## config.mk

```make
export PLATFORM = sky130hd
export DESIGN_NAME = data_mem_arbiter
export DESIGN_NICKNAME = d
export VERILOG_FILES = /design/src/rtl/data_mem_arbiter.sv
export SDC_FILE = /design/constraint.sdc
export NUM_CORES = 1
export LEC_CHECK = 0
export CAP_MARGIN = 20
export CORE_MARGIN = 1
export CORE_UTILIZATION = 28
export CTS_BUF_LIST = sky130_fd_sc_hd__clkbuf_4
export CTS_CLUSTER_DIAMETER = 60
export DETAILED_ROUTE_END_ITERATION = 16
export PLACE_DENSITY = 0.63
export SYNTH_ARGS = -nofsm -noshare
export SYNTH_HDL_FRONTEND = slang
export SYNTH_SLANG_ARGS = --single-unit
export TNS_END_PERCENT = 1
```

## constraint.sdc

```tcl
create_clock -name clock -period 2.2 [get_ports clock]
set_input_delay 0.22 -clock clock [delete_from_list [all_inputs] [get_ports clock]]
set_output_delay 0.22 -clock clock [all_outputs]
set_load 0.005 [all_outputs]
```

## src/rtl/data_mem_arbiter.sv

```systemverilog
// data_mem_arbiter: round-robin arbiter sharing one DATA_MEMORY port between the CPU
// load/store port (C) and the debug/loader port (D), with a bounded grant lock.
module data_mem_arbiter #(
    parameter int ADDR_W   = 13,
    parameter int DATA_W   = 32,
    parameter int MAX_HOLD = 4
) (
    input  logic              clock,
    input  logic              reset,

    input  logic              c_req,
    input  logic              c_we,
    input  logic              c_lock,
    input  logic [ADDR_W-1:0] c_addr,
    input  logic [DATA_W-1:0] c_wdata,
    output logic [DATA_W-1:0] c_rdata,
    output logic              c_ack,

    input  logic              d_req,
    input  logic              d_we,
    input  logic              d_lock,
    input  logic [ADDR_W-1:0] d_addr,
    input  logic [DATA_W-1:0] d_wdata,
    output logic [DATA_W-1:0] d_rdata,
    output logic              d_ack,

    output logic              mem_MemWrite,
    output logic              mem_MemRead,
    output logic [ADDR_W-1:0] mem_Address,
    output logic [DATA_W-1:0] mem_Write_data,
    input  logic [DATA_W-1:0] mem_Read_Data,

    output logic              busy,
    output logic              owner
);

    localparam int HOLD_W = $clog2(MAX_HOLD + 1);
    localparam logic [HOLD_W-1:0] HOLD_LIMIT = HOLD_W'(MAX_HOLD - 1);
    localparam logic [HOLD_W-1:0] HOLD_SAT   = HOLD_W'(MAX_HOLD);

    typedef enum logic [1:0] {
        IDLE   = 2'd0,
        ACCESS = 2'd1,
        RESP   = 2'd2
    } state_t;

    state_t state, state_next;

    logic              any_req;
    logic              winner;
    logic              other_req;
    logic              grant;
    logic [HOLD_W-1:0] hold_cnt;

    logic              txn_we_p1;
    logic              txn_lock_p1;
    logic [ADDR_W-1:0] txn_addr_p1;
    logic [DATA_W-1:0] txn_wdata_p1;
    logic              vld_p1;
    logic              vld_p2;

    function automatic logic [HOLD_W-1:0] hold_sat_inc(input logic [HOLD_W-1:0] cnt);
        return (cnt >= HOLD_SAT) ? HOLD_SAT : cnt + HOLD_W'(1);
    endfunction

    // The current owner may only be re-granted against a waiting port while its
    // lock is set and it has not yet used up its consecutive-grant budget.
    function automatic logic keep_owner(input logic lock, input logic [HOLD_W-1:0] cnt);
        return lock && (cnt < HOLD_LIMIT);
    endfunction

    always_comb begin
        any_req   = c_req | d_req;
        winner    = d_req;
        if (c_req && d_req)
            winner = keep_owner(txn_lock_p1, hold_cnt) ? owner : ~owner;
        other_req = winner ? c_req : d_req;
        grant     = (state == IDLE) && any_req;
    end

    always_ff @(posedge clock) begin
        if (reset)
            state <= IDLE;
        else
            state <= state_next;
    end

    always_comb begin
        state_next = state;
        case (state)
            IDLE:    if (any_req) state_next = ACCESS;
            ACCESS:  state_next = RESP;
            RESP:    state_next = IDLE;
            default: state_next = IDLE;
        endcase
    end

    // Stage p1: transaction latched at grant, presented to memory during ACCESS
    always_ff @(posedge clock) begin
        if (reset) begin
            owner       <= 1'b1;
            hold_cnt    <= '0;
            txn_we_p1   <= 1'b0;
            txn_lock_p1 <= 1'b0;
        end else if (grant) begin
            owner       <= winner;
            txn_we_p1   <= winner ? d_we   : c_we;
            txn_lock_p1 <= winner ? d_lock : c_lock;
            if ((winner == owner) && other_req)
                hold_cnt <= hold_sat_inc(hold_cnt);
            else
                hold_cnt <= '0;
        end
    end

    always_ff @(posedge clock) begin
        if (grant) begin
            txn_addr_p1  <= winner ? d_addr  : c_addr;
            txn_wdata_p1 <= winner ? d_wdata : c_wdata;
        end
    end

    assign vld_p1 = (state == ACCESS);

    assign mem_MemWrite   = vld_p1 &  txn_we_p1;
    assign mem_MemRead    = vld_p1 & ~txn_we_p1;
    assign mem_Address    = vld_p1 ? txn_addr_p1  : '0;
    assign mem_Write_data = vld_p1 ? txn_wdata_p1 : '0;

    // Stage p2: read data captured at the end of ACCESS, ack raised during RESP
    always_ff @(posedge clock) begin
        if (reset) begin
            c_rdata <= '0;
            d_rdata <= '0;
        end else if (vld_p1 && !txn_we_p1) begin
            if (owner)
                d_rdata <= mem_Read_Data;
            else
                c_rdata <= mem_Read_Data;
        end
    end

    assign vld_p2 = (state == RESP);

    assign c_ack = vld_p2 & ~owner;
    assign d_ack = vld_p2 &  owner;
    assign busy  = (state != IDLE);

endmodule

```

---- Yosys cells after proc, flatten, opt, wreduce, memory -nomap -nowiden ----
Index checks and enable logic that the tools add are counted.
storage, ports and cells
  register bits after elaboration ......... 117
  word-level logic and storage cells ...... 46
  output and inout bits ................... 115
  input bits .............................. 130
cells by class
  muxes and demuxes ....................... 13
  $add $sub $neg .......................... 1
  eq/ne operators ......................... 4
  order comparisons ....................... 2
  bitwise gates (word level) .............. 7
  reductions and logical operators ........ 10
operators with widths
  operator                                                     number
  2-to-1 mux 32 bit                                            2
  2-to-1 mux 13 bit                                            2
  2-to-1 mux 3 bit                                             2
  logical AND 1 bit                                            5
  2-to-1 mux 1 bit                                             5
  bitwise AND 1 bit                                            4
  case mux 2 bit (2 select lines)                              1
  AND reduction 2 bit                                          2
  adder 3 x 1 -> 3 bit (second input constant)                 1
  >= comparator 3 bit (second input constant)                  1
  less-than comparator 3 x 2 -> 1 bit (second input constant)  1
  == test 2 x 1 -> 1 bit (second input constant)               1
  == test 2 bit (second input constant)                        1
  zero test 2 bit                                              1
  2-to-1 mux 2 bit                                             1
  != test 2 bit (second input constant)                        1
  NOT 1 bit                                                    2
  nonzero test 2 bit                                           1
  == test 1 bit                                                1
  zero test 1 bit                                              1
  bitwise OR 1 bit                                             1

---- Depth between registers and ports, before layout ----
Gate-level depths: netlist (run 1).
  word-level depth ........................ 7
  gate-level depth with buffers ........... 6
  mapped depth without buffers ............ 5

---- Worst setup path before layout (run 1) ----
Ideal clock, no wire load.
  path kind ............................... reg-to-reg
  from .................................... register state[1]
  to ...................................... register hold_cnt[2]
  arrival time ............................ 1.774 ns
  buffers on the path ..................... 0
  period minus slack after synthesis ...... 1.860 ns
  slack ................................... 0.340 ns
  cell stages (with the launch flop) ...... 6
  required time ........................... 2.114 ns
  library setup time ...................... 0.086 ns
  cells stage by stage .................... dfxtp_1 or2_1 or2_4 inv_2 a21oi_1 a211oi_1
between the ends
  longest elaborated chain between the ends .. 2
ends and longest elaborated chain
  element                   RTL line  text
  start: declaration        47        state_t state, state_next;
  start signal: assignment  85        state <= state_next;
  zero test 2 bit           78        grant = (state == IDLE) && any_req;
  logical AND 1 bit         78
  net grant                 52        logic grant;
  end signal: assignment    110       hold_cnt <= hold_sat_inc(hold_cnt);
  end: declaration          53        logic [HOLD_W-1:0] hold_cnt;
The timed path passes the listed nets, and every way through them passes these cells.
A chain may end at the register's enable or synchronous reset.

---- Worst setup path in the final report (run 1) ----
  from .................................... register state[1]
  to ...................................... output mem_Write_data[25]
between the ends
  longest elaborated chain between the ends .. 2
ends and longest elaborated chain
  element                 RTL line  text
  == test 2 x 1 -> 1 bit  123       assign vld_p1 = (state == ACCESS);
  2-to-1 mux 32 bit       128       assign mem_Write_data = vld_p1 ? txn_wdata_p1 : '0;
  end: declaration        30        output logic [DATA_W-1:0] mem_Write_data,
Every way passes these cells.

==> results.env, run 1 <==
MIN_FROM='mem_Read_Data[3]'
STATIC_LEAKAGE_POWER_uW=0.00287
SYNTH_SEQ_CELLS=117
SYN_AVG_CELL_AREA_UM2=10.2
RRSETUPSLACK_NS=0.42
PORT-BUFFER-COUNT=244
CRITPATHARRIVALTIME_NS=1.97
HOLD_PATH_END='d_rdata[3]$_SDFFE_PP0P_'
DRCVIOLATIONCOUNT=0
WORST_SETUP_HOLD_PATH_CLK_SLEW_NS=0.11
SEQ_AREA_FRAC_SYNTH_PCT=57.3
TOP_AREA_CELLS_IN_THE_SYNTHESIZED_NETLIST='sky130_fd_sc_hd__dfxtp_1 30%, sky130_fd_sc_hd__edfxtp_1 28%, sky130_fd_sc_hd__nand2_1 10%'
DESIGN.CORE.AREA_MM2=0.0168
HOLDPATHSTAGES=3
DETAIL_ROUTE.WL_PER_CELL_UM=16.7
CLOCK_TREE_FROM_TRITONCTS='yes'
WORST_CLOCK_SKEW_NS=0.0113
CHIPWIDTH_UM=134
YOSYS.AREA.TOP_TYPE_SHARE_PCT=29.6
FP.DIEAREA_MM2=0.0179
MAXCLOCKFREQUENCY_MHz=457
DRTITER0DRC=125
GRT_PASS1_WL_UM=24100
CORE.ROWCOUNT=47
POST-SYNTH-TOP-AREA-CELL='sky130_fd_sc_hd__dfxtp_1'
HPWLAFTERDP_UM=11800
PLACED_AREA_MM2=0.00760
DRIVE_ABOVE_1_SHARE_PCT=12.8
LAYOUT_WORST_PATH_CYCLE_SHARE_PCT=99.5
MAX_SLEW.WORST_PIN.SLEW_NS=0.751
DETAILEDROUTE.FIRSTPASSITERATIONCOUNT=4
ASYNCSETRESETFLOPFRACSYNTH_PCT=0
GRT_UTIL_ALL_LAYERS_PCT=18.0
CLK_PATH_BUF_DEPTH=2
POST-ROUTE-MIN-PERIOD_NS=2.19
YS_TOP_CELLS_BY_COUNT='132 x sky130_fd_sc_hd__nand2_1, 72 x sky130_fd_sc_hd__dfxtp_1, 67 x sky130_fd_sc_hd__a21oi_1'
DIE_H_UM=134
CLK-INSERTION-DELAY-LATE_NS=0.51
FINAL_MAX_SLEW_VIOL_COUNT=0
TIMING.CRITICAL_PATH.FROM_TYPE='register'
CRITPATHMAXFANOUT=23
ANTENNA_LEFT=0
POST_CTS_HOLD_BUFFER_COUNT=0
ROUTE.DETAILED.VIAS_PER_INST=4.53
STATUS='complete, no violations'
PEAK_PER_STAGE_DELAY_ON_THE_CRITICAL_PATH_NS=0.51
SYNTHFLOPTYPE='sky130_fd_sc_hd__dfxtp_1'
GRT_MAX_DEGREE=73
CRITICAL_PATH.ENDPOINT_TYPE='primary output'
WORST_HOLD_CLASS='primary input to register'
REGTOREGENDPOINT='txn_wdata_p1[2]$_DFFE_PP_'
FIRST_GLOBAL_VIAS=4407
CELLPOWERDENSITY_mW_PER_MM2=632
NETLIST_AREA_MM2=0.00488
HTREE_LEVELS=4
WORSTPATHCELLLIST='nor2b_4 > buf_12 > buf_16 > and2_1 > clkdlybuf4s50_1'
SYNTH_CELLS=480
AREA_ADDED_BETWEEN_SYNTHESIS_AND_FINISH_PCT=62.7
CTS_INSERTED_BUFFERS=17
CTSROOTBUFFERMASTER='sky130_fd_sc_hd__clkbuf_4'
RELSLEWSLACK_PCT=49.9
REPORT.FINAL.SETUP_VIOL=0
SYNTH_EDF_COUNT=45
REG2REGPATHDEPTH=5
IOS=245
FINAL_AREA_MM2=0.00793
CRITICAL_PATH.SLOWEST_CELL='sky130_fd_sc_hd__clkdlybuf4s50_1'
GPL.FINAL_WEIGHTED_CONGESTION=0.816
FLOORPLAN.INITIALDENSITY_PCT=29.0
R2R_START='txn_lock_p1$_SDFFE_PP0P_'
SYNTHMOSTINSTANTIATEDCELL='sky130_fd_sc_hd__nand2_1'
GRT.OVERFLOW.TOTAL=0
ANTENNA_FOUND_INITIAL=1
TOTALWIRELENGTH_UM=16000
WORST_ENDPOINT_REQUIRED_TIME_NS=1.98
TIMING.MAX_CAP.VIOLATIONS=0
SYNTH.NET_COUNT=612
DESIGN.FINAL.NETS=861
CLKSINKCOUNT=117
MAXIMUM_VDD_DROP_mV=0.270
START_TO_END_TYPE_OF_THE_WORST_SETUP_PATH='register to primary output'
HOLD_VIOLATIONS=0
YS.WARNINGS.COUNT=0
DR_TOTAL_VIAS=4356
FINAL.HOLD.WORST_SLACK_NS=0.266
YOSYS.CELL_TYPES.COUNT=38
SETUP_REPAIR_AFTER_GLOBAL_ROUTING_MISSED_ITS_MARGIN='yes'
## worst max path at each step
stage               slack, ns                         end                   from
floorplan                0.34    hold_cnt[2]$_SDFFE_PP0P_  state[1]$_SDFFE_PP0P_
global placement         0.20   txn_wdata_p1[6]$_DFFE_PP_                  c_req
detailed placement       0.16  txn_wdata_p1[15]$_DFFE_PP_                  c_req
CTS                     -0.06              mem_Address[9]  state[1]$_SDFFE_PP0P_
global route            -0.14          mem_Write_data[25]  state[1]$_SDFFE_PP0P_
finish                   0.01          mem_Write_data[25]  state[1]$_SDFFE_PP0P_
## flip-flops by register name, indices dropped and copies added, names as in the netlist
signal / count
c_rdata: 32
d_rdata: 32
hold_cnt: 3
owner: 1
state: 2
txn_addr_p1: 13
txn_lock_p1: 1
txn_wdata_p1: 32
txn_we_p1: 1
## worst max-delay path, delay by kind of cell, from the launching register on
| kind | cells | cell delay, ns |
|---|---|---|
| flops | 1 | 0.37 |
| buf+inv | 3 | 0.78 |
| simple gates | 2 | 0.31 |
## cell type report
| cell class | count | area [µm²] |
|---|---|---|
| Antenna cell | 1 | 2.50 |
| Clock buffer | 19 | 143 |
| Clock inverter | 12 | 114 |
| Fill cell | 1579 | 8890 |
| Inverter | 4 | 15.0 |
| Multi-Input combinational cell | 328 | 1930 |
| Sequential cell | 117 | 2800 |
| Tap cell | 220 | 275 |
| Timing Repair Buffer | 261 | 2660 |
## power by group
part | switching [µW] | internal, µW | leakage (µW)
clock network | 805 | 674 | 0.000145
registers | 61.2 | 2440 | 0.00103
logic | 409 | 621 | 0.00170
total | 1280 | 3740 | 0.00287
## layer usage
layer  track usage (%)  part of all wire [%]  up-vias
li1                  -                     -     2112
met1              19.1                    39     2042
met2              31.8                    50      189
met3              7.26                   9.7       13
met4              6.76                   1.4        0
met5                 0                     0        -
## stage by stage
stage	power, µW	TNS, ns	setup WS, ns	instances	utilization [%]
4_1_cts	5090	-1.08	-0.0632	961	47.1
3_5_place_dp	3570	0	0.157	927	45.2
5_1_grt	5270	-2.97	-0.140	962	47.2
6_report	5010	0	0.00994	962	47.2
3_3_place_gp	3550	0	0.197	927	45.2
2_1_floorplan	2940	0	0.340	480	-
## cell families after synthesis
family                   after synthesis  synth area share [%]
AO/OA/AOI/OAI                         75                  8.13
adder cells (fa/ha/maj)                2                 0.513
buffers and inverters                 35                  3.59
flip-flops                           117                  57.3
multiplexers                          46                  10.6
AND/OR/NAND/NOR                      205                  19.9
## placed cells by master (no fill, tap or decap), drive strengths merged, types with 2 or more instances in the layout
cell           count
a21oi             67
a311oi             2
and2              48
buf               18
bufinv             2
clkbuf            19
clkdlybuf4s50    234
clkinv             8
clkinvlp           2
dfxtp             72
dlygate4sd2        7
dlymetal6s2s       2
edfxtp            45
ha                 2
inv                4
mux2              45
nand2            132
nand2b             3
nand4              2
nor2               7
nor2b              2
nor3b              2
o31ai              2
or2                2
## timing repair
item	CTS	global route
gates cloned	1	0
pin swaps	0	0
endpoints found under the setup margin	47	40
buffers inserted	2	0
gates resized for setup	14	2
No activity file was read; power rests on OpenSTA's default activity.
==> run 2: changes to the inputs <==
--- a/config.mk
+++ b/config.mk
@@ -5,6 +5,7 @@
 export SDC_FILE = /design/constraint.sdc
 export NUM_CORES = 1
 export LEC_CHECK = 0
+export ABC_AREA = 0
 export CAP_MARGIN = 20
 export CORE_MARGIN = 1
 export CORE_UTILIZATION = 28
==> results of run 2 <==
The final DEF is identical to that of run 1; final timing and power are the same.
==> edit: new RTL, flow settings as in run 2 <==
Set the parameter `MAX_HOLD` to 2 (it was 4).
--- a/src/rtl/data_mem_arbiter.sv
+++ b/src/rtl/data_mem_arbiter.sv
@@ -5,3 +5,3 @@
     parameter int DATA_W   = 32,
-    parameter int MAX_HOLD = 4
+    parameter int MAX_HOLD = 2
 ) (
Check against the original RTL: not equivalent (a bounded check fails within 10 cycles, from zero or initial values and one cycle with reset high).
==> edit against run 2 <==
Cell area is 0.47% higher; total power up 0.65%; register-to-register slack lost 120 ps; sequential cell count is 1 lower; worst setup slack better by 16 ps; routed wire length is 1.4% lower; sequential share of layout area down 0.35 points; area after synthesis is 0.98% higher; largest power group unchanged.
==> edit: results (changes against run 2) <==
status: complete, no violations
syn_area_per_cell: 10.57 sq um (+4.0%)
list of most frequent post-synthesis cells: nand2_1, dfxtp_1, a21oi_1
mux cell area share after synthesis: 13.47% (+2.9 points)
hpwl dp: 11,030 um (-6.8%)
Synth Area in Adders: 0% (-0.51 points)
fin nets: 848 (-1.5%)
largest net degree at the start of global routing: 37 (-49%)
crit-path max FO: 12 (-48%)
syn_nets: 596 (-2.6%)
Vias: 4,258 (-2.2%)
Crit path arrival time: 1950 ps (-20 ps)
Cell variety after synth: 25 (-34%)
Slew Viols, Final: 0 (unchanged)
share of the yosys chip area belonging to registers: 56.32% (-0.96 points)
final wirelength: 15,810 um (-1.4%)
Max rail drop VDD: 330.5 uV (+22%)
Placed Instances: 916 (-1.2%)
Slew HR: 73.25% (+23 points)
# fillers: 1,583 (+0.25%)
Leakage: 3.271 nW (+14%)
Clock Skew: 16.38 ps (+5.061 ps)
complex-gate fraction of the synthesized area: 7.471% (-0.66 points)
global-route wire length before repair: 23,630 um (-2.1%)
GRT Util Overall: 17.51% (-0.46 points)
RD Place Congestion: 0.8299 (+1.7%)
detailed-router iteration count before antenna repair: 4 (unchanged)
share of layout cells above drive strength 1: 14.36% (+1.5 points)
vias in the first global route: 4,299 (-2.5%)
Avg WL per Cell: 16.52 um (-0.88%)
top post-synthesis cells by area: dfxtp_1, edfxtp_1, mux2_4, nand2_1, a21oi_1
initial drt markers: 151 (+21%)
-- edit: changes by cell type after synthesis, sizes merged, moves of 2 or more --
cell,change
or2,-2
o31ai,-2
o21ai,+3
nand3b,+2
nor3b,+2
ha,-2
nor2,-2
-- edit: power breakdown --
| group | internal, mW | switching (mW) |
|---|---|---|
| combinational | 0.650 | 0.415 |
| sequential | 2.42 | 0.0642 |
| clock | 0.675 | 0.817 |
| total | 3.75 | 1.30 |
-- edit: layer usage --
metal | up-vias | routed length, um | GRT usage [%]
met1 | 1974 | 6402 | 19.52
met4 | 0 | 266 | 6.180
met2 | 196 | 7649 | 29.85
met3 | 20 | 1486 | 7.395
met5 | - | 0 | 0
li1 | 2068 | - | -
-- edit: repair_timing --
item,CTS,global route
gates cloned,2,0
setup endpoints to repair,46,16
hold buffers,0,0
resized for setup,40,15
setup buffers,5,1
pin swaps,0,0
-- edit: layout make-up --
class | count | area share [%]
antenna | 1 | 0.03140
multi-input combinational | 315 | 24.66
tap | 225 | 3.532
sequential | 116 | 34.88
clock buffer | 19 | 1.790
clock inverter | 13 | 1.460
inverter | 3 | 0.1413
timing repair buffer | 265 | 33.50
-- edit: cell families (layout without fill, tap and decap cells) --
| family | Yosys count | count (layout) |
|---|---|---|
| flip-flops | 116 | 116 |
| AO/OA/AOI/OAI | 72 | 72 |
| multiplexers | 46 | 46 |
| buffers and inverters | 35 | 300 |
| other | 0 | 1 |
| AND/OR/NAND/NOR | 197 | 197 |
-- edit: path summary, 6_finish.rpt --
path | from | slack (ps) | cells after the start | to
setup / recovery | state[0]$_SDFFE_PP0P_ | 30 | 5 | mem_Write_data[22]
hold / removal | reset | 230 | 3 | state[1]$_SDFFE_PP0P_
setup reg to reg | txn_lock_p1$_SDFFE_PP0P_ | 300 | 5 | txn_addr_p1[0]$_DFFE_PP_
hold reg to reg | c_rdata[15]$_SDFFE_PP0P_ | 460 | 2 | c_rdata[15]$_SDFFE_PP0P_
-- edit: worst reg2reg max path, cell delays in order, from the launching register on --
cell and delay [ps]:
dfxtp_1 340, nor3b_2 240, mux2i_1 250, nand2b_2 180, buf_12 270, mux2_2 380
-- edit: through the flow --
stage / total power [mW] / instance area (sq um) / utilization, % / setup WS (ps) / setup TNS, ps
2_1_floorplan: 2.994 / 4923 / - / 161.2 / 0
3_3_place_gp: 3.567 / 7590 / 44.03 / 134.4 / 0
3_5_place_dp: 3.593 / 7590 / 44.03 / 108.6 / 0
4_1_cts: 5.131 / 7918 / 45.93 / -56.68 / -741.4
5_1_grt: 5.312 / 7970 / 46.24 / -112.8 / -219.7
6_report: 5.044 / 7970 / 46.24 / 26.31 / 0
